### src/rtl/mmio_uart_tx.sv
// Memory-mapped 8N1 UART transmitter: TXDATA/STATUS/BAUDDIV/CTRL registers,
// a small TX FIFO, a bit-timed serialiser and a drain interrupt.
`ifndef API_ADDR_WIDTH
`define API_ADDR_WIDTH 32
`endif
`ifndef API_DATA_WIDTH
`define API_DATA_WIDTH 32
`endif

module mmio_uart_tx #(
    parameter int unsigned FIFO_DEPTH = 8,
    parameter logic [15:0] DIV_RST    = 16'd434
) (
    input  logic                       clk,
    input  logic                       reset_n,
    input  logic                       en,
    input  logic [`API_ADDR_WIDTH-1:0] address_i,
    input  logic [`API_DATA_WIDTH-1:0] data_in_i,
    input  logic [3:0]                 wr_mask_i,
    output logic [`API_DATA_WIDTH-1:0] data_out_o,
    output logic                       tx_o,
    output logic                       irq_o
);
    localparam int DW = `API_DATA_WIDTH;
    localparam int AW = `API_ADDR_WIDTH;
    localparam int PW = $clog2(FIFO_DEPTH);
    localparam int CW = PW + 1;

    localparam logic [1:0] A_TXDATA = 2'd0;
    localparam logic [1:0] A_STATUS = 2'd1;
    localparam logic [1:0] A_BAUD   = 2'd2;
    localparam logic [1:0] A_CTRL   = 2'd3;

    typedef enum logic [1:0] {S_IDLE, S_START, S_DATA, S_STOP} state_t;

    state_t        r_state;
    state_t        w_state_next;
    logic [7:0]    r_mem [FIFO_DEPTH];
    logic [PW-1:0] r_wptr;
    logic [PW-1:0] r_rptr;
    logic [CW-1:0] r_count;
    logic          r_ovf;
    logic [15:0]   r_baud;
    logic [1:0]    r_ctrl;
    logic          r_irq;
    logic [DW-1:0] r_rdata;
    logic [15:0]   r_div;
    logic [15:0]   r_bit_cnt;
    logic [2:0]    r_bit_idx;
    logic [7:0]    r_shift;

    logic          w_wr;
    logic          w_rd;
    logic          w_full;
    logic          w_empty;
    logic          w_busy;
    logic          w_push;
    logic          w_pop;
    logic          w_push_ok;
    logic          w_bit_done;
    logic [3:0]    w_level;
    logic [DW-1:0] w_rd_value;
    logic          w_unused_bits;

    assign w_wr       = en && (wr_mask_i != 4'b0000);
    assign w_rd       = en && (wr_mask_i == 4'b0000);
    assign w_full     = (r_count == CW'(FIFO_DEPTH));
    assign w_empty    = (r_count == '0);
    assign w_busy     = (r_state != S_IDLE);
    assign w_level    = (32'(r_count) > 32'd15) ? 4'hF : 4'(r_count);
    assign w_push     = w_wr && (address_i[3:2] == A_TXDATA) && wr_mask_i[0];
    assign w_pop      = (r_state == S_IDLE) && r_ctrl[0] && !w_empty;
    // A push into a full FIFO still lands when the serialiser frees a slot in the same cycle.
    assign w_push_ok  = w_push && (!w_full || w_pop);
    assign w_bit_done = (r_bit_cnt == r_div - 16'd1);

    assign w_unused_bits = ^{address_i[AW-1:4], address_i[1:0], data_in_i[DW-1:16]};

    always_ff @(posedge clk) begin
        if (w_push_ok) begin
            r_mem[r_wptr] <= data_in_i[7:0];
        end
    end

    always_ff @(posedge clk or negedge reset_n) begin
        if (!reset_n) begin
            r_wptr  <= '0;
            r_rptr  <= '0;
            r_count <= '0;
        end else begin
            if (w_push_ok) r_wptr <= r_wptr + PW'(1);
            if (w_pop)     r_rptr <= r_rptr + PW'(1);
            case ({w_push_ok, w_pop})
                2'b10:   r_count <= r_count + CW'(1);
                2'b01:   r_count <= r_count - CW'(1);
                default: r_count <= r_count;
            endcase
        end
    end

    always_ff @(posedge clk or negedge reset_n) begin
        if (!reset_n) begin
            r_ovf  <= 1'b0;
            r_baud <= DIV_RST;
            r_ctrl <= 2'b00;
        end else begin
            if (w_push && w_full && !w_pop) begin
                r_ovf <= 1'b1;
            end else if (w_wr && (address_i[3:2] == A_STATUS) && wr_mask_i[0] && data_in_i[3]) begin
                r_ovf <= 1'b0;
            end
            if (w_wr && (address_i[3:2] == A_BAUD)) begin
                if (wr_mask_i[0]) r_baud[7:0]  <= data_in_i[7:0];
                if (wr_mask_i[1]) r_baud[15:8] <= data_in_i[15:8];
            end
            if (w_wr && (address_i[3:2] == A_CTRL) && wr_mask_i[0]) begin
                r_ctrl <= data_in_i[1:0];
            end
        end
    end

    always_comb begin
        w_rd_value = '0;
        case (address_i[3:2])
            A_STATUS: w_rd_value = DW'({w_level, r_ovf, w_busy, w_empty, w_full});
            A_BAUD:   w_rd_value = DW'(r_baud);
            A_CTRL:   w_rd_value = DW'(r_ctrl);
            default:  w_rd_value = '0;
        endcase
    end

    always_ff @(posedge clk or negedge reset_n) begin
        if (!reset_n) begin
            r_rdata <= '0;
            r_irq   <= 1'b0;
        end else begin
            if (w_rd) r_rdata <= w_rd_value;
            r_irq <= r_ctrl[1] && w_empty && !w_busy;
        end
    end

    assign data_out_o = r_rdata;
    assign irq_o      = r_irq;

    always_ff @(posedge clk or negedge reset_n) begin
        if (!reset_n) begin
            r_state <= S_IDLE;
        end else begin
            r_state <= w_state_next;
        end
    end

    always_comb begin
        w_state_next = r_state;
        case (r_state)
            S_IDLE:  if (w_pop) w_state_next = S_START;
            S_START: if (w_bit_done) w_state_next = S_DATA;
            S_DATA:  if (w_bit_done && (r_bit_idx == 3'd7)) w_state_next = S_STOP;
            S_STOP:  if (w_bit_done) w_state_next = S_IDLE;
            default: w_state_next = S_IDLE;
        endcase
    end

    always_comb begin
        tx_o = 1'b1;
        if (r_state == S_START) begin
            tx_o = 1'b0;
        end else if (r_state == S_DATA) begin
            tx_o = r_shift[0];
        end
    end

    // The divisor is frozen at pop so BAUDDIV writes never stretch a frame in flight.
    always_ff @(posedge clk or negedge reset_n) begin
        if (!reset_n) begin
            r_bit_cnt <= '0;
            r_bit_idx <= '0;
            r_shift   <= '0;
            r_div     <= 16'd1;
        end else if (w_pop) begin
            r_shift   <= r_mem[r_rptr];
            r_div     <= (r_baud == 16'd0) ? 16'd1 : r_baud;
            r_bit_cnt <= '0;
            r_bit_idx <= '0;
        end else if (r_state != S_IDLE) begin
            if (w_bit_done) begin
                r_bit_cnt <= '0;
                if (r_state == S_DATA) begin
                    r_shift   <= r_shift >> 1;
                    r_bit_idx <= r_bit_idx + 3'd1;
                end
            end else begin
                r_bit_cnt <= r_bit_cnt + 16'd1;
            end
        end
    end
endmodule

### config.mk
export PLATFORM = sky130hd
export DESIGN_NAME = mmio_uart_tx
export DESIGN_NICKNAME = d
export VERILOG_FILES = /design/src/rtl/mmio_uart_tx.sv
export SDC_FILE = /design/constraint.sdc
export NUM_CORES = 1
export LEC_CHECK = 0
export ABC_AREA = 1
export CAP_MARGIN = 25
export CORE_MARGIN = 5
export CORE_UTILIZATION = 35
export CTS_BUF_LIST = sky130_fd_sc_hd__clkbuf_2
export CTS_CLUSTER_DIAMETER = 100
export DETAILED_ROUTE_END_ITERATION = 12
export GPL_TIMING_DRIVEN = 0
export SETUP_SLACK_MARGIN = 0.05
export SYNTH_ARGS = -nofsm -noshare
export SYNTH_HDL_FRONTEND = slang
export SYNTH_SLANG_ARGS = --single-unit
### constraint.sdc
create_clock -name clk -period 6.51 [get_ports clk]
set_input_delay 1.6275 -clock clk [delete_from_list [all_inputs] [get_ports clk]]
set_output_delay 1.6275 -clock clk [all_outputs]
set_load 0.02 [all_outputs]
==> results of run 1 <==
## synth_stat cells (2+ instances only)
master      n
nand2_1   180
o21ai_0    89
nor2_1     88
dfrtp_1    85
inv_1      74
edfxtp_1   64
nand3_1    45
nand4_1    18
clkbuf_1   17
buf_4      16
o22ai_1    16
xor2_1     14
ha_1       13
o221ai_1   10
xnor2_1    10
buf_2       8
nor3_1      8
a21oi_1     7
nor4_1      7
dfstp_2     6
mux2_2      6
o211ai_1    6
nor2_2      5
inv_2       4
and3_1      3
nand2_2     3
nand3b_1    3
nor2_4      3
buf_6       2
nand3_4     2
nor3_4      2
or2_2       2
## per-stage QoR
stage / util, % / instances / setup slack (ns) / hold slack (ns)
2_1_floorplan: - / 844 / 2.95 / 0.442
3_3_place_gp: 39.1 / 1166 / 0.256 / 0.456
3_5_place_dp: 39.3 / 1171 / 1.87 / 0.463
4_1_cts: 40.5 / 1203 / 2.42 / 0.507
5_1_grt: 40.5 / 1204 / 2.30 / 0.528
6_report: 40.5 / 1204 / 2.53 / 0.506
## power by group
group          internal [W]  leakage, nW  switching [W]
clock              0.000221        0.154       0.000360
sequential          0.00120         1.73       0.000176
combinational      0.000473         1.87       0.000861
## registers in the layout, summed over array words and instances (netlist names)
name,flops
r_wptr,3
r_baud,16
r_ovf,1
r_bit_idx,3
r_state,2
r_ctrl,2
r_mem,64
r_bit_cnt,16
r_div,16
r_shift,8
r_count,4
irq_o,1
r_rptr,3
data_out_o,16
## metal layers
layer / track usage, % / vias to the layer above / wire length, µm
met4: 4.88 / 0 / 259
met1: 21.4 / 2786 / 8600
met3: 2.49 / 19 / 759
met5: 0 / - / 0
li1: - / 2926 / -
met2: 23.2 / 136 / 8310
## area by class of cell
cell class	count	area [µm²]	share of cell area, %
multi-input combinational	568	2960	33.7
timing repair buffer	47	473	5.38
buffer	43	246	2.80
inverter	78	293	3.33
clock buffer	19	95.1	1.08
clock inverter	13	165	1.88
sequential	155	4210	47.9
tap	280	350	3.99
antenna	1	2.50	0.0285
## layout by cell type (no fill, tap or decap), types with 8 or more instances in the layout
cell,count
clkbuf_2,19
buf_2,9
inv_1,74
clkdlybuf4s50_1,41
o221ai_1,10
conb_1,16
nand4_1,18
clkbuf_1,17
o21ai_0,89
nand2_1,180
dfrtp_1,85
buf_4,20
ha_1,13
xor2_1,14
nor2_1,88
xnor2_1,10
edfxtp_1,64
nand3_1,45
o22ai_1,16
nor3_1,8
## kinds of logic (layout without fill, tap and decap cells)
| group | after synthesis | after routing |
|---|---|---|
| xor+xnor | 24 | 24 |
| fa+ha+maj | 14 | 14 |
| flops | 155 | 155 |
| simple gates | 374 | 374 |
| other cells | 1 | 17 |
| compound gates | 134 | 134 |
| mux | 6 | 6 |
| buf+inv | 121 | 200 |
## how the worst max path moves through the flow
stage	startpoint	to	slack [ns]	cells past startpoint
final	r_state[0]$_DFFE_PN0P_	tx_o	2.53	6
after global routing	r_state[0]$_DFFE_PN0P_	tx_o	2.30	6
after CTS	r_state[0]$_DFFE_PN0P_	tx_o	2.42	6
after detailed placement	wr_mask_i[0]	r_mem[4][3]$_DFFE_PP_	1.87	9
after global placement	reset_n	r_wptr[2]$_DFFE_PN0P_	0.26	1
after floorplan	wr_mask_i[1]	r_count[3]$_DFFE_PN0P_	2.95	14
## tightest hold or removal path, stage by stage, from the launching register on
cell	delay (ns)
dfrtp_1	0.39
nand2_1	0.05
nand2_1	0.05
==> reports/results.tsv, run 1 <==
stage	metric	value	unit
logic_synthesis	synth_compound_area_share	9.90	%
worst_setup_path	rr_startpoint	r_state[0]$_DFFE_PN0P_	
worst_setup_path	path_delay_family	buffers and inverters	
worst_setup_path	worst_ep_required_time	4.88	ns
logic_synthesis	async_flop_share	58.7	%
logic_synthesis	synth-xor-area-share	2.75	%
hold_path	min_from	r_shift[1]$_DFFE_PN0P_	
logic_synthesis	ys_types	45	
logic_synthesis	ys_seq_area_share	55.0	%
floorplanning	core_region_area	21700	µm²
clocking	clk_pin_slew	0.22	ns
finish	fillers	2157	
logic_synthesis	synthFlopType	dfrtp_1	
worst_setup_path	worstPathArrival	2.35	ns
worst_setup_path	worst-path-buf-inv	3	
logic_synthesis	ys_seq_elements	155	
logic_synthesis	ys_warn_count	0	
hold_path	min_path_cells	2	
power	p_leak	3.75	nW
clocking	clk_latency	0.75	ns
placement	gp_congestion	0.826	
worst_setup_path	r2r_cells	15	
worst_setup_path	setup.worst_path.start_class	register	
global_route	grt_max_degree	62	
sta	fin_crit_sh	61.2	%
finish	fin_nets	995	
finish	flow.area_growth_from_synthesis	14.9	%
sta	hold_viol	0	
status	status	completed	
logic_synthesis	synthTopCellsByArea	dfrtp_1, edfxtp_1, nand2_1, o21ai_0, nor2_1	
worst_setup_path	r2r_end	r_count[3]$_DFFE_PN0P_	
floorplanning	num_io_pins	105	
drt	wl	17900	µm
worst_setup_path	crit_chain	inv_1, ha_1, inv_1, nor2_1, nor2_1, clkdlybuf4s50_1	
clocking	cts-htree-levels	4	
placement	dp_hpwl	13200	µm
logic_synthesis	synthCells	829	
global_route	grt_pass1_vias	5572	
hold_path	hold_class	register to register	
drt	drtIter0Drc	400	
global_route	antenna_found_initial	1	
drt	vias_per_cell	4.87	
finish	drive_above_1_share	10.6	%
floorplanning	std_cell_rows	54	
sta	period_needed	3.98	ns
floorplanning	dieArea	24900	µm²
worst_setup_path	reg2reg_slack	2.57	ns
worst_setup_path	cpPeakStageDelay	0.62	ns
sta	setup_violations	0	
sta	slew-limit-headroom	43.0	%
floorplanning	die_x	158	µm
worst_setup_path	crit_fanout	4	
logic_synthesis	synth.mux.area_fraction	0.883	%
power	p_per_area	375	nW/µm²
sta	worst-slew-pin-transition	0.848	ns
drt	wl_per_cell	14.9	µm
clocking	post_cts_buffers	0	
clocking	cts.path.max_buffers	2	
logic_synthesis	synth_fa_ha_area_share	2.39	%
drt	route.detailed.drc	0	
clocking	cts_tree	done	
worst_setup_path	criticalPathCategory	register to primary output	
flow_run	max-cap-violations	0	
clocking	cts_sinks	155	
worst_setup_path	endpoint_kind	primary output	
sta	setup_tns	0	ns
drt	routed-via-count	5867	
global_route	grtUsageTotal	15.0	%
clocking	numCtsBuffers	17	
clocking	root_buffer	clkbuf_2	
logic_synthesis	synth_edf_count	64	
hold_path	hold_path_end	r_shift[1]$_DFFE_PN0P_	
worst_setup_path	crit_slowest_cell	clkdlybuf4s50_1	
logic_synthesis	netlist_area	7650	µm²
power	total_power	0.00330	W
power	vdd_drop_max	199	µV
sta	rsz0062_at_grt	false	
drt	first_pass_iters	5	
logic_synthesis	yosysTopAreaCell	dfrtp_1	
placement	port_buffers	42	
floorplanning	fp.dieH	158	µm
sta	max_freq	251	MHz
sta	maxSlewViolCount	0	
finish	design_area	8790	µm²
global_route	grt_pass1_wl	29300	µm
logic_synthesis	synth-simple-area-share	22.0	%
drt	ant_nets	0	
placement	placed_area	8530	µm²
clocking	ctsResizeCount	0	
logic_synthesis	synth_top_area_share	27.8	%
logic_synthesis	syn_area_per_cell	9.23	µm²
floorplanning	start_util	35.3	%
global_route	grt_overflow	0	
clocking	hold_buffers	0	
logic_synthesis	synth_top_family_by_area	simple AND/OR/NAND/NOR gates	
sta	skew	0.0408	ns
Note: power is estimated with default switching activity, not from simulation.
==> run 2, diff against run 1 <==
==> constraint.sdc (replaced) <==
create_clock -name clk -period 4.2 [get_ports clk]
set_input_delay 1.05 -clock clk [delete_from_list [all_inputs] [get_ports clk]]
set_output_delay 1.05 -clock clk [all_outputs]
set_load 0.02 [all_outputs]
==> run 2 against run 1 <==
Effect of this change: global-route usage unchanged; cell count stayed put; die area stayed put; final area hardly changed; sequential cell count stayed put; critical endpoint is now r_count[3]$_DFFE_PN0P_; sequential share of layout area is essentially flat; via count is 0.10% higher; critical path type is now register to register; hold slack got worse by 0.28 ns; setup slack lost 2.1 ns; critical path depth is 9 higher.
==> reports/results.tsv, run 2 (synthesis gave the netlist of run 1 again) <==
stage	metric	value	unit
worst_setup_path	crit_fanout	10	
sta	rsz0062_at_grt	false	
global_route	grt_overflow	0	
finish	largest_reg_flops	64	
worst_setup_path	criticalPathCategory	register to register	
placement	port_buffers	42	
placement	gp_congestion	0.826	
drt	vias_per_cell	4.88	
floorplanning	fp.dieH	158	µm
power	vdd_drop_max	308	µV
clocking	clk_pin_slew	0.22	ns
finish	drive_above_1_share	10.7	%
drt	ant_nets	0	
global_route	grt_pass1_vias	5572	
drt	drtIter0Drc	400	
clocking	cts-htree-levels	4	
sta	skew	0.0405	ns
flow_run	max-cap-violations	0	
clocking	ctsResizeCount	0	
sta	maxSlewViolCount	0	
clocking	numCtsBuffers	17	
sta	hold_viol	0	
placement	dp_hpwl	13200	µm
finish	fillers	2156	
floorplanning	std_cell_rows	54	
finish	fin_nets	995	
worst_setup_path	endpoint_kind	register	
worst_setup_path	setup.worst_path.start_class	register	
finish	seq_area	4210	µm²
sta	fin_crit_sh	90.4	%
finish	multi_input_area	2960	µm²
global_route	grt_pass1_wl	29300	µm
power	p_leak	3.76	nW
global_route	antenna_found_initial	1	
finish	top_register	r_mem	
clocking	root_buffer	clkbuf_2	
sta	max_freq	263	MHz
clocking	cts_tree	done	
clocking	cts.path.max_buffers	2	
floorplanning	dieArea	24900	µm²
global_route	grt_max_degree	62	
drt	wl	17900	µm
sta	setup_violations	0	
drt	routed-via-count	5873	
clocking	cts_sinks	155	
drt	first_pass_iters	5	
clocking	post_cts_buffers	0	
hold_path	hold_class	primary input to async pin	
sta	worst-slew-pin-transition	0.848	ns
sta	period_needed	3.80	ns
finish	final_cell_count_no_fill	1204	
worst_setup_path	worstPathArrival	4.44	ns
floorplanning	num_io_pins	105	
placement	placed_cells	1171	
sta	holdWs	0.222	ns
sta	slew-limit-headroom	43.0	%
floorplanning	core_region_area	21700	µm²
floorplanning	die_x	158	µm
finish	post-route-util	40.5	%
floorplanning	start_util	35.3	%
clocking	clk_latency	0.76	ns
global_route	grtUsageTotal	15.0	%
clocking	hold_buffers	0	
worst_setup_path	worst_ep_required_time	4.84	ns
status	status	completed	
power	p_per_area	581	nW/µm²
drt	route.detailed.drc	0	
finish	flow.area_growth_from_synthesis	15.0	%
drt	wl_per_cell	14.9	µm
finish	layout_commonest_cell	nand2_1	
finish	mostFrequentLayoutCells	nand2_1, o21ai_0, nor2_1, dfrtp_1, inv_1	
-- run 2: cell counts in the layout (fill, tap and decap cells not counted) --
Identical to the previous run, type by type.
-- run 2: through the flow --
| stage | setup slack, ns | instance area [µm²] | power (W) | TNS [ns] |
|---|---|---|---|---|
| global placement | -1.48 | 8480 | 0.00420 | -129.11 |
| global route | 0.159 | 8790 | 0.00552 | 0 |
| finish | 0.403 | 8790 | 0.00511 | 0 |
| floorplan | 1.22 | 7700 | 0.00360 | 0 |
| CTS | 0.284 | 8790 | 0.00515 | 0 |
| detailed placement | 0.135 | 8530 | 0.00424 | 0 |
-- run 2: area by class of cell --
cell class	count	area share, %
sequential	155	47.8
multi-input combinational	568	33.7
timing repair buffer	47	5.38
tap	280	3.98
inverter	78	3.33
buffer	43	2.82
clock inverter	13	1.88
clock buffer	19	1.08
antenna	1	0.0285
-- run 2: worst max-delay path: stages, from the launching register on --
cell	delay, ns
dfrtp_1	0.47
inv_1	0.10
ha_1	0.28
inv_1	0.23
nor3_4	0.50
clkbuf_2	0.35
clkbuf_1	0.43
ha_1	0.28
ha_1	0.28
nand2_1	0.08
nor2_1	0.04
a211oi_1	0.26
nor2_1	0.08
nor2_1	0.09
nand2_1	0.07
xor2_1	0.14
-- run 2: worst paths after layout --
kind	end	slack (ns)	cells after the start	start
setup / recovery	r_count[3]$_DFFE_PN0P_	0.40	15	r_state[0]$_DFFE_PN0P_
hold / removal	r_bit_cnt[13]$_DFFE_PN0N_	0.22	1	reset_n
setup reg to reg	r_count[3]$_DFFE_PN0P_	0.40	15	r_state[0]$_DFFE_PN0P_
hold reg to reg	r_shift[3]$_DFFE_PN0P_	0.51	2	r_shift[3]$_DFFE_PN0P_
max in group asynchronous	r_baud[1]$_DFFE_PN1P_	3.25	2	reset_n
min in group clk	r_shift[3]$_DFFE_PN0P_	0.51	2	r_shift[3]$_DFFE_PN0P_
-- run 2: power breakdown --
part	switching [W]	internal (W)
clock	0.000559	0.000342
combinational	0.00133	0.000733
sequential	0.000273	0.00187
total	0.00216	0.00294
-- run 2: layer usage --
layer / vias up / part of all wire (%) / track usage, %
met5: - / 0 / 0
met4: 0 / 1.4 / 4.88
met3: 19 / 4.7 / 2.49
met2: 144 / 46 / 23.2
met1: 2786 / 48 / 21.4
li1: 2924 / - / -
==> run 3, diff against run 2 <==
--- a/config.mk
+++ b/config.mk
@@ -10,7 +10,7 @@
 export CORE_MARGIN = 5
 export CORE_UTILIZATION = 35
 export CTS_BUF_LIST = sky130_fd_sc_hd__clkbuf_2
-export CTS_CLUSTER_DIAMETER = 100
+export CTS_CLUSTER_DIAMETER = 30
 export DETAILED_ROUTE_END_ITERATION = 12
 export GPL_TIMING_DRIVEN = 0
 export SETUP_SLACK_MARGIN = 0.05
==> results of run 3 <==
Same layout as run 2: the final DEF is identical, and so are final timing and power.
==> variant 1 (flow settings as in run 3) <==
Register the output `tx_o`, cleared by the reset; this adds one clock of latency there. The other outputs are not delayed to match.
--- a/src/rtl/mmio_uart_tx.sv
+++ b/src/rtl/mmio_uart_tx.sv
@@ -33,6 +33,8 @@
 
     typedef enum logic [1:0] {S_IDLE, S_START, S_DATA, S_STOP} state_t;
 
+    logic tx_d;
+
     state_t        r_state;
     state_t        w_state_next;
     logic [7:0]    r_mem [FIFO_DEPTH];
@@ -162,11 +164,11 @@
     end
 
     always_comb begin
-        tx_o = 1'b1;
+        tx_d = 1'b1;
         if (r_state == S_START) begin
-            tx_o = 1'b0;
+            tx_d = 1'b0;
         end else if (r_state == S_DATA) begin
-            tx_o = r_shift[0];
+            tx_d = r_shift[0];
         end
     end
 
@@ -194,5 +196,13 @@
             end
         end
     end
+    always_ff @(posedge clk or negedge reset_n) begin
+        if (!reset_n) begin
+            tx_o <= '0;
+        end else begin
+            tx_o <= tx_d;
+        end
+    end
+
 endmodule
 
Behaviour: not the same (Yosys sat finds a counterexample within 4 cycles, from zero or initial values and one cycle with reset_n low).
==> variant 1 against run 3 <==
- maximum frequency increased by 1.4%
- synthesized cell count rose by 0.12%
- routed wire length is 0.41% higher
- total power fell by 0.77%
- final area about the same
- synthesized area grew 0.33%
- setup slack better by 0.051 ns
- sequential cell count up 1
- global-route usage rose by 0.20 points
==> variant 1: results (changes against run 3) <==
Outcome
  – Status: finished, final reports clean

Placed design
  – Post-DP HPWL: 13000 um (-1.4%)
  – Placement Setup Slack: 0.353 ns (+0.217 ns)
  – Placer Congestion: 0.789 (-4.4%)
  – Post-Place Cell Area: 8540 um^2 (+0.15%)

Cells and area
  – Post-Layout Cell Count: 1205 (+0.083%)
  – Sequential cell count: 156 (+0.65%)
  – Share of layout cells above drive strength 1: 10.8% (+0.097 points)
  – Final-layout fill cell count: 2121 (-1.6%)
  – Clock Buffer Count: 17 (-2)
  – Final #Nets: 996 (+0.10%)
  – Largest register FFs: 64 (unchanged)
  – Seq/total area: 48.2% (+0.33 points)
  – Clock-cell share: 2.68% (-0.28 points)
  – Buffer share of cell area: 8.12% (-0.078 points)

Clock tree
  – Clk Latency, worst-skew pair: 0.78 ns (+0.02 ns)
  – Postcts setup bufs: 0 (unchanged)
  – Worst-case clock buffer depth: 2 (unchanged)
  – CTS clk-pin slew, worst paths: 0.27 ns (+0.05 ns)

Timing
  – Headroom to the max-slew limit: 45.5% (+2.5 points)
  – Clock skew: 0.0386 ns (-0.00185 ns)
  – Max Clock Freq: 267 MHz (+1.4%)

Yosys
  – Avg Inst Size Synth: 9.25 um^2 (+0.21%)
  – Ranking of synthesized cells by area: dfrtp_1 (28%), edfxtp_1 (25%), nand2_1 (8.8%), o21ai_0 (5.8%), nor2_1 (4.3%)
  – Sequential-to-total area share from yosys stat: 55.1% (+0.15 points)
  – Post-synthesis async set-or-reset flop share: 59.0% (+0.26 points)

Global route
  – Largest net degree at the start of global routing: 63 (+1.6%)
  – GRT Total Usage: 15.2% (+0.20 points)
  – First-pass GRT wire length: 29900 um (+2.2%)

Detailed routing
  – Initial drt markers: 474 (+19%)
  – TritonRoute pass-1 iters: 5 (unchanged)
  – Routed wire length: 18000 um (+0.41%)

Critical path
  – CP arrival: 4.42 ns (-0.02 ns)
  – R2r setup slk: 0.45 ns (+0.05 ns)

Pwr
  – Static Leak: 3.75 nW (-0.13%)
  – Pwr dens: 577 nW/um^2 (-0.68%)
  – Worst VDD drop: 0.000358 V (+16%)
-- variant 1: cell count changes after synthesis, sizes merged --
cell,delta
dfrtp,+1
-- variant 1: cell families after synthesis --
group                    count (synthesis)  share of synthesized area [%]
AND/OR/NAND/NOR                        374                           21.9
flip-flops                             156                           55.1
AO/OA/AOI/OAI                          134                           9.86
buffers and inverters                  121                           7.03
XOR/XNOR                                24                           2.74
adder cells (fa/ha/maj)                 14                           2.38
multiplexers                             6                          0.880
other                                    1                         0.0489
-- variant 1: where the power goes --
group | leakage, nW | switching, W | internal (W)
clock network | 0.138 | 0.000611 | 0.000236
logic | 1.88 | 0.00134 | 0.000731
registers | 1.74 | 0.000270 | 0.00188
total | 3.75 | 0.00222 | 0.00285
-- variant 1: metal layers --
| metal | share of wire [%] | track usage [%] |
|---|---|---|
| met3 | 4.0 | 2.90 |
| met2 | 47 | 24.1 |
| met5 | 0 | 0 |
| met4 | 1.0 | 4.10 |
| met1 | 48 | 21.4 |
==> variant 2 (flow settings as in run 3) <==
Without the edit above. Change the parameter `FIFO_DEPTH` from 8 to 4.
--- a/src/rtl/mmio_uart_tx.sv
+++ b/src/rtl/mmio_uart_tx.sv
@@ -8,7 +8,7 @@
 `endif
 
 module mmio_uart_tx #(
-    parameter int unsigned FIFO_DEPTH = 8,
+    parameter int unsigned FIFO_DEPTH = 4,
     parameter logic [15:0] DIV_RST    = 16'd434
 ) (
     input  logic                       clk,
Behaviour: not the same (a bounded check fails within 10 cycles, from zero or initial values and one cycle with reset_n low).
==> variant 2 against run 3 <==
- routed wire length down 22%
- final area shrank 16%
- highest routed layer unchanged
- total power down 16%
- cell count down 14%
- combinational power shrank 17%
- synthesized area shrank 18%
- sequential cell count decreased by 35
- sequential power down 19%
- clock skew decreased by 0.0087 ns
- hold slack worse by 0.012 ns
- critical path depth decreased by 9
- setup slack gained 0.50 ns
- largest cell class unchanged
- sequential share of layout area fell by 4.7 points
==> variant 2: results (changes against run 3) <==
Outcome
  – Status: finished, final reports clean

Pwr
  – Static Leak: 3.27 nW (-13%)
  – P_sw: 0.00177 W (-18%)
  – Worst VDD drop: 0.000253 V (-18%)

Critical path
  – Slowest CP cell: clkdlybuf4s50_1
  – Critical path peak fanout: 4 (-6)
  – CP arrival: 2.25 ns (-2.19 ns)
  – Crit-path max cell delay: 0.63 ns (+0.13 ns)

Placed design
  – Post-DP HPWL: 10300 um (-22%)
  – Placed insts: 999 (-15%)

Cells and area
  – Buffers, non-clock: 79 (-12%)
  – Share of layout cells above drive strength 1: 14.8% (+4.1 points)
  – Clock Buffer Count: 20 (+1)
  – Reg area: 3170 um^2 (-25%)
  – Final #Nets: 874 (-12%)
  – Buffer share of cell area: 9.18% (+0.98 points)
  – Final-layout fill cell count: 1788 (-17%)
  – Multi-input logic cell count: 482 (-15%)

Yosys
  – Sequential-to-total area share from yosys stat: 50.5% (-4.5 points)
  – Yosys cell types: 44 (-2.2%)
  – Avg Inst Size Synth: 8.82 um^2 (-4.4%)
  – Post-synthesis async set-or-reset flop share: 73.3% (+15 points)
  – Ranking of synthesized cells by area: dfrtp_1 (33%), edfxtp_1 (15%), nand2_1 (7.6%), inv_1 (5.1%), o21ai_0 (5.1%)
  – Most instantiated cells after synthesis: nand2_1 (127), inv_1 (86), dfrtp_1 (82)
  – Post-synth EDFFs: 32 (-50%)

Global route
  – Vias in the first global route: 4588 (-18%)
  – GRT Total Usage: 14.3% (-0.71 points)
  – First-pass GRT wire length: 23200 um (-21%)
  – Met1 GRT Util: 19.7% (-1.7 points)

Timing
  – Clock skew: 0.0318 ns (-0.00872 ns)

Detailed routing
  – DR WL met3: 569 um (-32%)
  – Via Count: 4741 (-19%)
  – Met1 WL: 6750 um (-21%)

Die
  – Core area: 17800 um^2 (-18%)

Clock tree
  – Clk Latency, worst-skew pair: 0.69 ns (-0.07 ns)
  – CTS clk-pin slew, worst paths: 0.19 ns (-0.03 ns)
## variant 2: cells by family (layout without fill, tap and decap cells)
family | count (synthesis) | count (layout) | synth area share [%]
adders and majority gates | 14 | 14 | 2.91
AOI/OAI and AO/OA | 115 | 115 | 10.6
and+or+nand+nor | 308 | 308 | 22.8
DFF | 120 | 120 | 50.5
xor gates and xnor gates | 24 | 24 | 3.35
buffers and inverters | 125 | 200 | 8.97
other | 1 | 17 | 0.0597
muxes | 5 | 5 | 0.897
## variant 2: stage by stage
step | setup slack [ns] | utilization [%] | hold WS, ns
floorplan | 1.77 | - | 0.437
global placement | -1.26 | 39.5 | 0.450
detailed placement | 1.00 | 39.6 | 0.461
CTS | 0.793 | 41.2 | 0.132
global route | 0.690 | 41.2 | 0.131
finish | 0.899 | 41.2 | 0.210
## variant 2: power groups by stage
stage                     sequential (W)  combinational, W  clock (W)
after floorplan                  0.00175           0.00124          0
after global placement           0.00176           0.00171          0
after detailed placement         0.00177           0.00172          0
after CTS                        0.00174           0.00173   0.000877
after global routing             0.00179           0.00196   0.000920
final                            0.00174           0.00172   0.000848
## variant 2: worst paths after layout
check                      cells after the start  slack (ns)                          to              startpoint
setup / recovery                               6        0.90                        tx_o  r_state[0]$_DFFE_PN0P_
hold / removal                                 1        0.21  data_out_o[13]$_DFFE_PN0P_                 reset_n
setup reg to reg                              11        1.07      r_count[2]$_DFFE_PN0P_  r_state[0]$_DFFE_PN0P_
hold reg to reg                                2        0.50      r_shift[7]$_DFFE_PN0P_  r_shift[7]$_DFFE_PN0P_
max in group asynchronous                      2        3.30       r_baud[1]$_DFFE_PN1P_                 reset_n
min in group clk                               2        0.50      r_shift[7]$_DFFE_PN0P_  r_shift[7]$_DFFE_PN0P_
